$ cat config.mk
export PLATFORM = sky130hd
export DESIGN_NAME = simd_issue_q
export DESIGN_NICKNAME = d
export VERILOG_FILES = /design/src/rtl/simd_issue_q.sv
export SDC_FILE = /design/constraint.sdc
export NUM_CORES = 1
export LEC_CHECK = 0
export ABC_AREA = 1
export BUFFER_PORTS_ARGS = -buffer_cell sky130_fd_sc_hd__buf_4
export CAP_MARGIN = 20
export CELL_PAD_IN_SITES_DETAIL_PLACEMENT = 2
export CELL_PAD_IN_SITES_GLOBAL_PLACEMENT = 2
export CORE_MARGIN = 1
export CORE_UTILIZATION = 40
export CTS_CLUSTER_DIAMETER = 50
export CTS_CLUSTER_SIZE = 24
export DETAILED_ROUTE_END_ITERATION = 8
export GPL_ROUTABILITY_DRIVEN = 0
export PLACE_DENSITY = 0.95
export SLEW_MARGIN = 20
export SYNTH_ARGS = -nofsm -noshare
export SYNTH_HDL_FRONTEND = slang
export SYNTH_SLANG_ARGS = --single-unit
$ cat constraint.sdc
create_clock -name i_clk -period 21.9 [get_ports i_clk]
set_input_delay 1.095 -clock i_clk [delete_from_list [all_inputs] [get_ports i_clk]]
set_output_delay 1.095 -clock i_clk [all_outputs]
set_load 0.005 [all_outputs]
$ cat src/rtl/simd_issue_q.sv
// simd_issue_q: command queue plus result register around the combinational
// SIMD add/sub/mul array. Commands are pushed with valid/ready. The queue
// head feeds the array directly. The array result is registered and offered
// downstream with valid/ready.
// Optional build macro: SIMD_ISSUE_ILLEGAL_CHK_EN. When it is defined, a
// push with opcode 2'b11 is accepted but dropped, and the sticky o_illegal
// flag is set.

module simd_issue_q #(
   parameter int width         = 4,
   parameter int operand_width = 32,
   parameter int depth         = 4
) (
   input  logic                             i_clk,
   input  logic                             i_rst,
   input  logic                             i_valid,
   output logic                             o_ready,
   input  logic [1:0]                       i_opcode,
   input  logic [width*operand_width-1:0]   i_in1,
   input  logic [width*operand_width-1:0]   i_in2,
   output logic [1:0]                       o_opcode,
   output logic [width*operand_width-1:0]   o_in1,
   output logic [width*operand_width-1:0]   o_in2,
   input  logic [width*operand_width-1:0]   i_res,
   output logic                             o_valid,
   input  logic                             i_ready,
   output logic [width*operand_width-1:0]   o_res,
   output logic [1:0]                       o_res_op,
   output logic [$clog2(depth):0]           o_count
`ifdef SIMD_ISSUE_ILLEGAL_CHK_EN
   ,
   output logic                             o_illegal
`endif
);

   localparam int dw = width * operand_width;
   localparam int aw = $clog2(depth);
   localparam int cw = aw + 1;
   localparam logic [cw-1:0] full_count = cw'(depth);

   // Command storage. It has no reset because the pointers and the count
   // decide which entries are live.
   logic [1:0]    mem_op  [depth];
   logic [dw-1:0] mem_in1 [depth];
   logic [dw-1:0] mem_in2 [depth];

   logic [aw-1:0] wr_ptr;
   logic [aw-1:0] rd_ptr;
   logic [cw-1:0] count;

   logic push;
   logic enq;
   logic cap;
   logic empty;

   assign empty   = (count == '0);
   assign o_ready = (count != full_count);
   assign o_count = count;

   // Acceptance looks only at occupancy. A full queue refuses a command
   // even when a pop happens in the same cycle.
   assign push = i_valid && o_ready;
   assign cap  = !empty && (!o_valid || i_ready);

`ifdef SIMD_ISSUE_ILLEGAL_CHK_EN
   logic drop;
   assign drop = push && (i_opcode == 2'b11);
   assign enq  = push && !drop;
`else
   assign enq  = push;
`endif

   // Write the accepted command into the tail slot
   always_ff @(posedge i_clk) begin
      if (enq) begin
         mem_op[wr_ptr]  <= i_opcode;
         mem_in1[wr_ptr] <= i_in1;
         mem_in2[wr_ptr] <= i_in2;
      end
   end

   // Pointer and occupancy bookkeeping. Pointers wrap because depth is a
   // power of two.
   always_ff @(posedge i_clk) begin
      if (i_rst) begin
         wr_ptr <= '0;
         rd_ptr <= '0;
         count  <= '0;
      end else begin
         if (enq) wr_ptr <= wr_ptr + aw'(1);
         if (cap) rd_ptr <= rd_ptr + aw'(1);
         count <= count + cw'(enq) - cw'(cap);
      end
   end

   // The head entry drives the array. Outputs are zero while the queue is empty.
   always_comb begin
      o_opcode = '0;
      o_in1    = '0;
      o_in2    = '0;
      if (!empty) begin
         o_opcode = mem_op[rd_ptr];
         o_in1    = mem_in1[rd_ptr];
         o_in2    = mem_in2[rd_ptr];
      end
   end

   // Result register. It captures the array output when the slot is free
   // or is being consumed, and holds its value under backpressure.
   always_ff @(posedge i_clk) begin
      if (i_rst) begin
         o_valid  <= 1'b0;
         o_res    <= '0;
         o_res_op <= '0;
      end else if (cap) begin
         o_valid  <= 1'b1;
         o_res    <= i_res;
         o_res_op <= o_opcode;
      end else if (o_valid && i_ready) begin
         o_valid  <= 1'b0;
      end
   end

`ifdef SIMD_ISSUE_ILLEGAL_CHK_EN
   // Sticky flag for a dropped illegal command. Only reset clears it.
   always_ff @(posedge i_clk) begin
      if (i_rst)     o_illegal <= 1'b0;
      else if (drop) o_illegal <= 1'b1;
   end
`endif

endmodule

Word level (Yosys, flattened, before mapping):

Memories as Yosys holds them, arrays and structs flattened. A register that Yosys moved wholly into a read port is not among the register bits.
Cells that the tools add are included.

* input port bits: 390
* memory bits (read-only): 0
* word-level logic and storage cells: 35
* latch bits: 0
* memories kept: 3
* register bits: 138
* bits in writable memories: 1032
* output and inout bits: 393

* equal/unequal tests: 1
* shift-type cells: 0
* $mul: 0
* div/mod/pow operators: 0
* bitwise gates (word level): 0
* multiplexer cells: 13
* add/subtract/negate cells: 4
* order comparisons: 0
* reduce and logical (&&, ||, !) cells: 8

Memories
* mem_in1: words 4, bits a word 128, read ports 1, clocked after Yosys merged registers in 1, wr ports 1, line 44 `logic [dw-1:0] mem_in1 [depth];`
* mem_in2: words 4, bits a word 128, read ports 1, clocked after Yosys merged registers in 1, wr ports 1, line 45 `logic [dw-1:0] mem_in2 [depth];`
* mem_op: words 4, bits a word 2, read ports 1, clocked after Yosys merged registers in 1, wr ports 1, line 43 `logic [1:0] mem_op [depth];`

Operators with widths (number)
* 128-bit two-way mux: 2
* 2-bit two-way mux: 7
* 2-bit by 1-bit adder with 2-bit output, second input constant: 2
* 1-bit two-way mux: 4
* 3-bit by 1-bit adder with 3-bit output: 1
* 1-bit logical AND: 3
* 3-bit zero test: 1
* 3-bit inequality test, second input constant: 1
* 3-bit by 1-bit subtractor with 3-bit output: 1
* 1-bit zero test: 2
* 2-bit nonzero test: 1
* 1-bit logical OR: 1

Longest topological paths before layout:

Gate-level depths: netlist (run 1).

* word-level depth: 5
* mapped depth: 12
* depth with buffers taken out: 11

Worst setup path after synthesis (run 1):

No wires, ideal clock.

* path kind: in2reg
* start: in i_valid
* end: mem mem_in1[0][0] in the netlist's numbering (enable)
* setup slack: 9.089 ns
* data required time: 21.017 ns
* path buffers: 0
* stages on the path: 2
* data arrival time: 11.928 ns
* setup time: 0.883 ns
* path through: nand2_1 nor2_1

* cells in the longest elaborated chain, start to end: 3

RTL lines
* start: declaration: line 16 `input logic i_valid,`
* 1-bit logical AND: line 62 `assign push = i_valid && o_ready;`
* 1-bit two-way mux: line 75 `if (enq) begin`
* 1-bit two-way mux (implied by the code): line 77 `mem_in1[wr_ptr] <= i_in1;`
* end: declaration: line 44

Every way passes these cells.

==> impl_metrics.ini, run 1 <==
[min_path]
whs_path_depth = 2
hp-class = reg2reg
hold-path-endpoint = o_res[84]$_SDFFE_PP0P_
holdCritStartpoint = o_res[84]$_SDFFE_PP0P_

[sta]
hold_violations = 0
setup_tns_ns = 0
fin_skew_ns = 0.0401
report.final.slew_viol_count = 0
setup_violations = 0
grt_setup_unrepaired = false
tightest_slew_ns = 1.20
slew_headroom_pct = 19.8
min_period_ns = 6.66
fmax_ghz = 0.150
fin_crit_sh_pct = 30.4

[global_route]
grt_pass1_wl_microns = 274000
antenna_found_initial = 63
grt_max_degree = 241
grt_pass1_vias = 37893
grt_util_all_layers_pct = 33.8
overflow = 0

[floorplan]
dieArea_sq_um = 113000
start_util_pct = 40.3
fp.coreArea_sq_um = 111000
fp.dieW_microns = 336
row_count = 122
pin_count = 783
fp.dieH_microns = 336

[critical_path]
critPathKind = reg2out
cp_common_cell = buf_4
path_cells = buf_4 > buf_4 > buf_4 > nor2_1 > nor2_1 > o21ai_0 > a21oi_1 > buf_4
worstPathArrival_ns = 5.56
r2r-start = o_count[1]$_SDFF_PP0_
slowest_delay_ns = 0.92
regToRegEndpoint = mem_in2[0][16]$_DFFE_PP_
crit_required_ns = 20.81
r2r_slack_ns = 16.92
crit_path_start_kind = register
worstSetupEndpointType = primary output
crit_fanout = 85
reg2reg_depth = 7
cpMaxStageDelayCell = buf_4

[clock_network]
cts_tree = built
cts_root_buf = clkbuf_16
cts_buffers = 134
cts_hold_buffers = 0
clk_latency_ns = 0.77
cts_resized = 0
cts_setup_buffers = 0
htreeDepth = 4
path_clk_slew_ns = 0.06
cts_sinks = 1172
clockBufferDepth = 3

[place]
place_hpwl_microns = 115000
port_buffers = 782

[yosys]
ys_types = 19
ys_seq_area_share_pct = 75.7
synth_area_sq_um = 44600
ys_ff_latch = 1172
yosysWarnings = 0
syn_area_per_cell_sq_um = 12.1
syn_nets = 4082
netlist_instances = 3685

[drt]
wirelength_microns = 200000
drcViolationCount = 0
drtPass1Iterations = 5
ant_nets = 0
vias_per_cell = 5.72
first_iter_violations = 2680
vias = 34543
wl_per_cell_microns = 33.0

[cells_and_area]
fill_cells = 10615
layout.nets = 4791
mostFrequentLayoutCells = nor2_1 (1,289), edfxtp_1 (1,032), buf_4 (808)
area.growth.synth_to_final_pct = 26.5
final_layout_size_suffix_gt1_share_pct = 23.4
mostFrequentLayoutCell = nor2_1

[power_and_ir_drop]
vdd_drop_max_mv = 0.163
power_leakage_nw = 20.8
power_mw = 8.45
p_per_area_nw_per_um2 = 150

[flow_run]
maxCapViolCount = 0

[status]
outcome = complete, no violations
## stage by stage
| step | hold slack, ns | utilization [%] | setup slack (ns) | area, sq um | std cells |
|---|---|---|---|---|---|
| after floorplan | 0.461 | - | 9.09 | 44600 | 3685 |
| after global routing | 0.508 | 51.0 | 14.95 | 56400 | 6042 |
| after global placement | 0.464 | 46.7 | 16.42 | 51700 | 5746 |
| final | 0.496 | 51.0 | 15.24 | 56400 | 6043 |
| after detailed placement | 0.478 | 46.7 | 16.14 | 51700 | 5746 |
| after CTS | 0.493 | 50.9 | 15.24 | 56300 | 5985 |
## area by class of cell
cell class	instances	area, sq um	area share, %
Sequential cell	1172	33800	59.9
Multi-Input combinational cell	2242	9670	17.1
Timing Repair Buffer	814	6190	11.0
Clock buffer	149	3500	6.21
Tap cell	1488	1860	3.30
Clock inverter	90	1140	2.02
Antenna cell	58	145	0.257
Inverter	30	139	0.246
## layer usage
layer  GRT usage, %  wire (microns)  part of all wire [%]  vias to the layer above
li1               -               -                     -                    14393
met1           33.1           65600                    33                    17898
met2           61.5          105000                    53                     1594
met3           8.19           12800                   6.4                      646
met4           25.2           16200                   8.1                       12
met5              0              75                 0.038                        -
## flip-flops by register name (all words and copies together), names as in the netlist, named ones only
signal    count
mem_in2     512
o_count       3
wr_ptr        2
mem_in1     512
o_res       128
o_valid       1
o_res_op      2
rd_ptr        2
mem_op        8
## critical path, delay by kind of cell (launching register included)
kind	cells	cell delay (ns)
buffers and inverters	4	2.88
and+or+nand+nor	2	0.32
DFF	1	0.87
AOI/OAI and AO/OA	2	0.57
## logic make-up (layout without fill, tap and decap cells)
logic type      after synthesis  after routing  share of synthesized area [%]
compound gates              904            904                           10.1
fa+ha+maj                     7              7                          0.213
buf+inv                     271           1083                           2.70
flops                      1172           1172                           75.7
other cells                   0             58                              0
simple gates               1331           1331                           11.2
## synth_stat cells (all sizes together)
library cell	instances	share of area, %
a21oi	262	2.9
buf	109	1.3
fa	1	0.045
edfxtp	1032	69
nor2	1294	11
nand3	7	0.078
ha	6	0.17
o21ai	642	7.2
inv	30	0.25
nand2	30	0.27
clkbuf	132	1.1
dfxtp	140	6.3
## power by group
group          internal, mW  total (mW)  switching [mW]
combinational          1.02        3.06            2.05
sequential             2.74        2.93           0.189
clock                  1.39        2.45            1.06
## worst max path at each step
stage                     startpoint                      end  slack (ns)  depth (start not counted)
final                       register                 o_in1[6]       15.24                          8
after global routing        register                 o_in1[6]       14.95                          8
after CTS                   register                 o_in1[6]       15.24                          8
after detailed placement    register                 o_in1[6]       16.14                          8
after global placement      register                 o_in1[6]       16.42                          8
after floorplan              i_valid  mem_in1[0][0]$_DFFE_PP_        9.09                          2
No activity file was read; power rests on OpenSTA's default activity.
==> run 2: changes to the inputs <==
Settings changed: ABC_AREA 1 to 0, CORE_UTILIZATION 40 to 41, PLACE_DENSITY 0.95 to 0.9.
Clock period 21.9 ns to 6.55 ns, I/O delays scaled along.
==> impl_metrics.ini, run 2 <==
[yosys]
synth-adder-area-share_pct = 0.214
netlist_instances = 2283
synth_xor_area_share_pct = 0.0198
ys_seq_area_share_pct = 76.2
synth_top_area_cell = edfxtp_1
synth.mux.area_fraction_pct = 13.1
synth_edf_count = 1032
syn_area_per_cell_sq_um = 19.4
ys_ff_latch = 1172
synthTopCellsByCount = edfxtp_1 (1,032), and2_1 (259), mux4_2 (258)
synth_top_area_share_pct = 69.9
async_reset_ff_share_pct = 0
synth_area_sq_um = 44300
synth_top_family_by_area = multiplexers
ys_types = 30
syn_nets = 2680
yosysMostFrequentCell = edfxtp_1
synthTopCellsByArea = edfxtp_1 (70%), mux4_2 (13%), dfxtp_1 (6.3%)
synth-simple-area-share_pct = 5.38
yosysWarnings = 0
synth-compound-area-share_pct = 3.08
ys.flop_type = edfxtp_1

[floorplan]
fp.dieH_microns = 331
row_count = 120
dieArea_sq_um = 109000
pin_count = 783
start_util_pct = 41.4
fp.dieW_microns = 331
fp.coreArea_sq_um = 107000

[critical_path]
regToRegEndpoint = mem_in2[0][54]$_DFFE_PP_
crit_fanout = 88
crit_path_start_kind = register
worstPathArrival_ns = 3.34
r2r_slack_ns = 3.39
worstSetupEndpointType = primary output
reg2reg_depth = 3
crit_required_ns = 6.22
critPathKind = reg2out
r2r-start = o_count[1]$_SDFF_PP0_

[cells_and_area]
reg.largest.list = mem_in1 (512), mem_in2 (512), o_res (128)
mostFrequentLayoutCell = edfxtp_1
final_layout_size_suffix_gt1_share_pct = 36.5
mostFrequentLayoutCells = edfxtp_1 (1,032), buf_4 (803), dlygate4sd3_1 (382)
layout.nets = 3834
area.growth.synth_to_final_pct = 34.7

[min_path]
hp-class = in2reg
whs_path_depth = 3
holdCritStartpoint = i_res[51]
hold-path-endpoint = o_res[51]$_SDFFE_PP0P_

[place]
port_buffers = 782
place_ws_ns = 3.43
place_hpwl_microns = 95400

[drt]
vias = 29063
drtPass1Iterations = 5
wirelength_microns = 193000
ant_nets = 0
drcViolationCount = 0
first_iter_violations = 2790
wl_per_cell_microns = 38.7
vias_per_cell = 5.84

[global_route]
antenna_found_initial = 33
grt_pass1_wl_microns = 261000
grt_util_all_layers_pct = 34.3
grt_pass1_vias = 31978
overflow = 0
grt_max_degree = 161

[clock_network]
path_clk_slew_ns = 0.07
clockBufferDepth = 3
cts_sinks = 1172
cts_setup_buffers = 0
cts_buffers = 119
cts_root_buf = clkbuf_16
htreeDepth = 3
clk_latency_ns = 0.77
cts_tree = built

[sta]
fmax_ghz = 0.273
slew_headroom_pct = 24.6
fin_crit_sh_pct = 56.0
grt_setup_unrepaired = false
setup_tns_ns = 0
setup_violations = 0
hold_violations = 0
timing.final.ws_setup_ns = 2.88
tightest_slew_ns = 1.13
holdWs_ns = 0.0827
fin_skew_ns = 0.0851
report.final.slew_viol_count = 0
min_period_ns = 3.67

[power_and_ir_drop]
p_per_area_nw_per_um2 = 440
vdd_drop_max_mv = 0.373
power_leakage_nw = 21.1

[flow_run]
maxCapViolCount = 0

[status]
outcome = complete, no violations
[run 2: cell count changes in the layout (fill, tap and decap cells not counted), sizes merged, moves of 125 or more]
cell and change:
o21ai -511, dlygate4sd3 +382, and2 +259, nor2 -1290, a21oi -127, mux4 +258
nand3 +125
[run 2: logic make-up (layout without fill, tap and decap cells)]
family,Yosys count,count (layout)
AO/OA/AOI/OAI,270,270
XOR/XNOR,1,1
adder cells (fa/ha/maj),7,7
buffers and inverters,167,1428
flip-flops,1172,1172
multiplexers,258,258
other,0,27
AND/OR/NAND/NOR,408,408
[run 2: what timing repair did]
| item | in CTS | in global routing |
|---|---|---|
| hold endpoints to repair | 1157 | 0 |
| setup endpoints to repair | 0 | 0 |
| hold buffers | 382 | 0 |
| gates resized for setup | 0 | 0 |
[run 2: metal layers]
layer	track usage, %	routed length, microns
met2	62.0	102000
met1	37.1	65200
met4	17.8	11000
met3	8.39	14500
met5	0	135
[run 2: worst max path at each step]
| stage | from | to | slack [ns] | depth (start not counted) |
|---|---|---|---|---|
| after floorplan | o_count[1]$_SDFF_PP0_ | mem_in1[0][0]$_DFFE_PP_ | 2.02 | 3 |
| after global placement | o_count[1]$_SDFF_PP0_ | mem_in2[0][54]$_DFFE_PP_ | 3.51 | 3 |
| after detailed placement | o_count[1]$_SDFF_PP0_ | mem_in2[0][54]$_DFFE_PP_ | 3.43 | 3 |
| after CTS | register | o_in2[112] | 3.02 | 4 |
| after global routing | o_count[1]$_SDFF_PP0_ | o_in1[10] | 2.85 | 4 |
| final | o_count[1]$_SDFF_PP0_ | o_in1[10] | 2.88 | 4 |
[run 2: area by class of cell]
type / count / area, sq um
well taps: 1403 / 1760
inverters: 5 / 18.8
diodes: 27 / 67.6
fillers: 9215 / 47500
clock inverters: 94 / 1230
repair buffers: 1195 / 10100
clock buffers: 134 / 3100
multi-input cells: 944 / 9700
flip-flops and latches: 1172 / 33800
[run 2: stage by stage]
step	util [%]	instance area (sq um)	power (mW)	cells
after floorplan	-	44300	13.6	2283
after global placement	48.0	51500	16.9	4337
after detailed placement	48.0	51500	17.5	4337
after CTS	55.7	59700	25.4	4947
after global routing	55.7	59700	26.9	4966
final	55.7	59700	26.3	4974
[run 2: report_power, final]
group          internal [mW]  total [mW]  switching [mW]
Sequential              9.06        9.60           0.546
Combinational           3.92        8.77            4.85
Clock                   4.16        7.90            3.74
Total                   17.1        26.3            9.13
[run 2: worst max-delay path, cell delays in order, from the launching register on]
cell     delay, ns
dfxtp_1       0.52
or3_4         0.60
buf_4         0.83
and2_1        0.42
buf_4         0.20
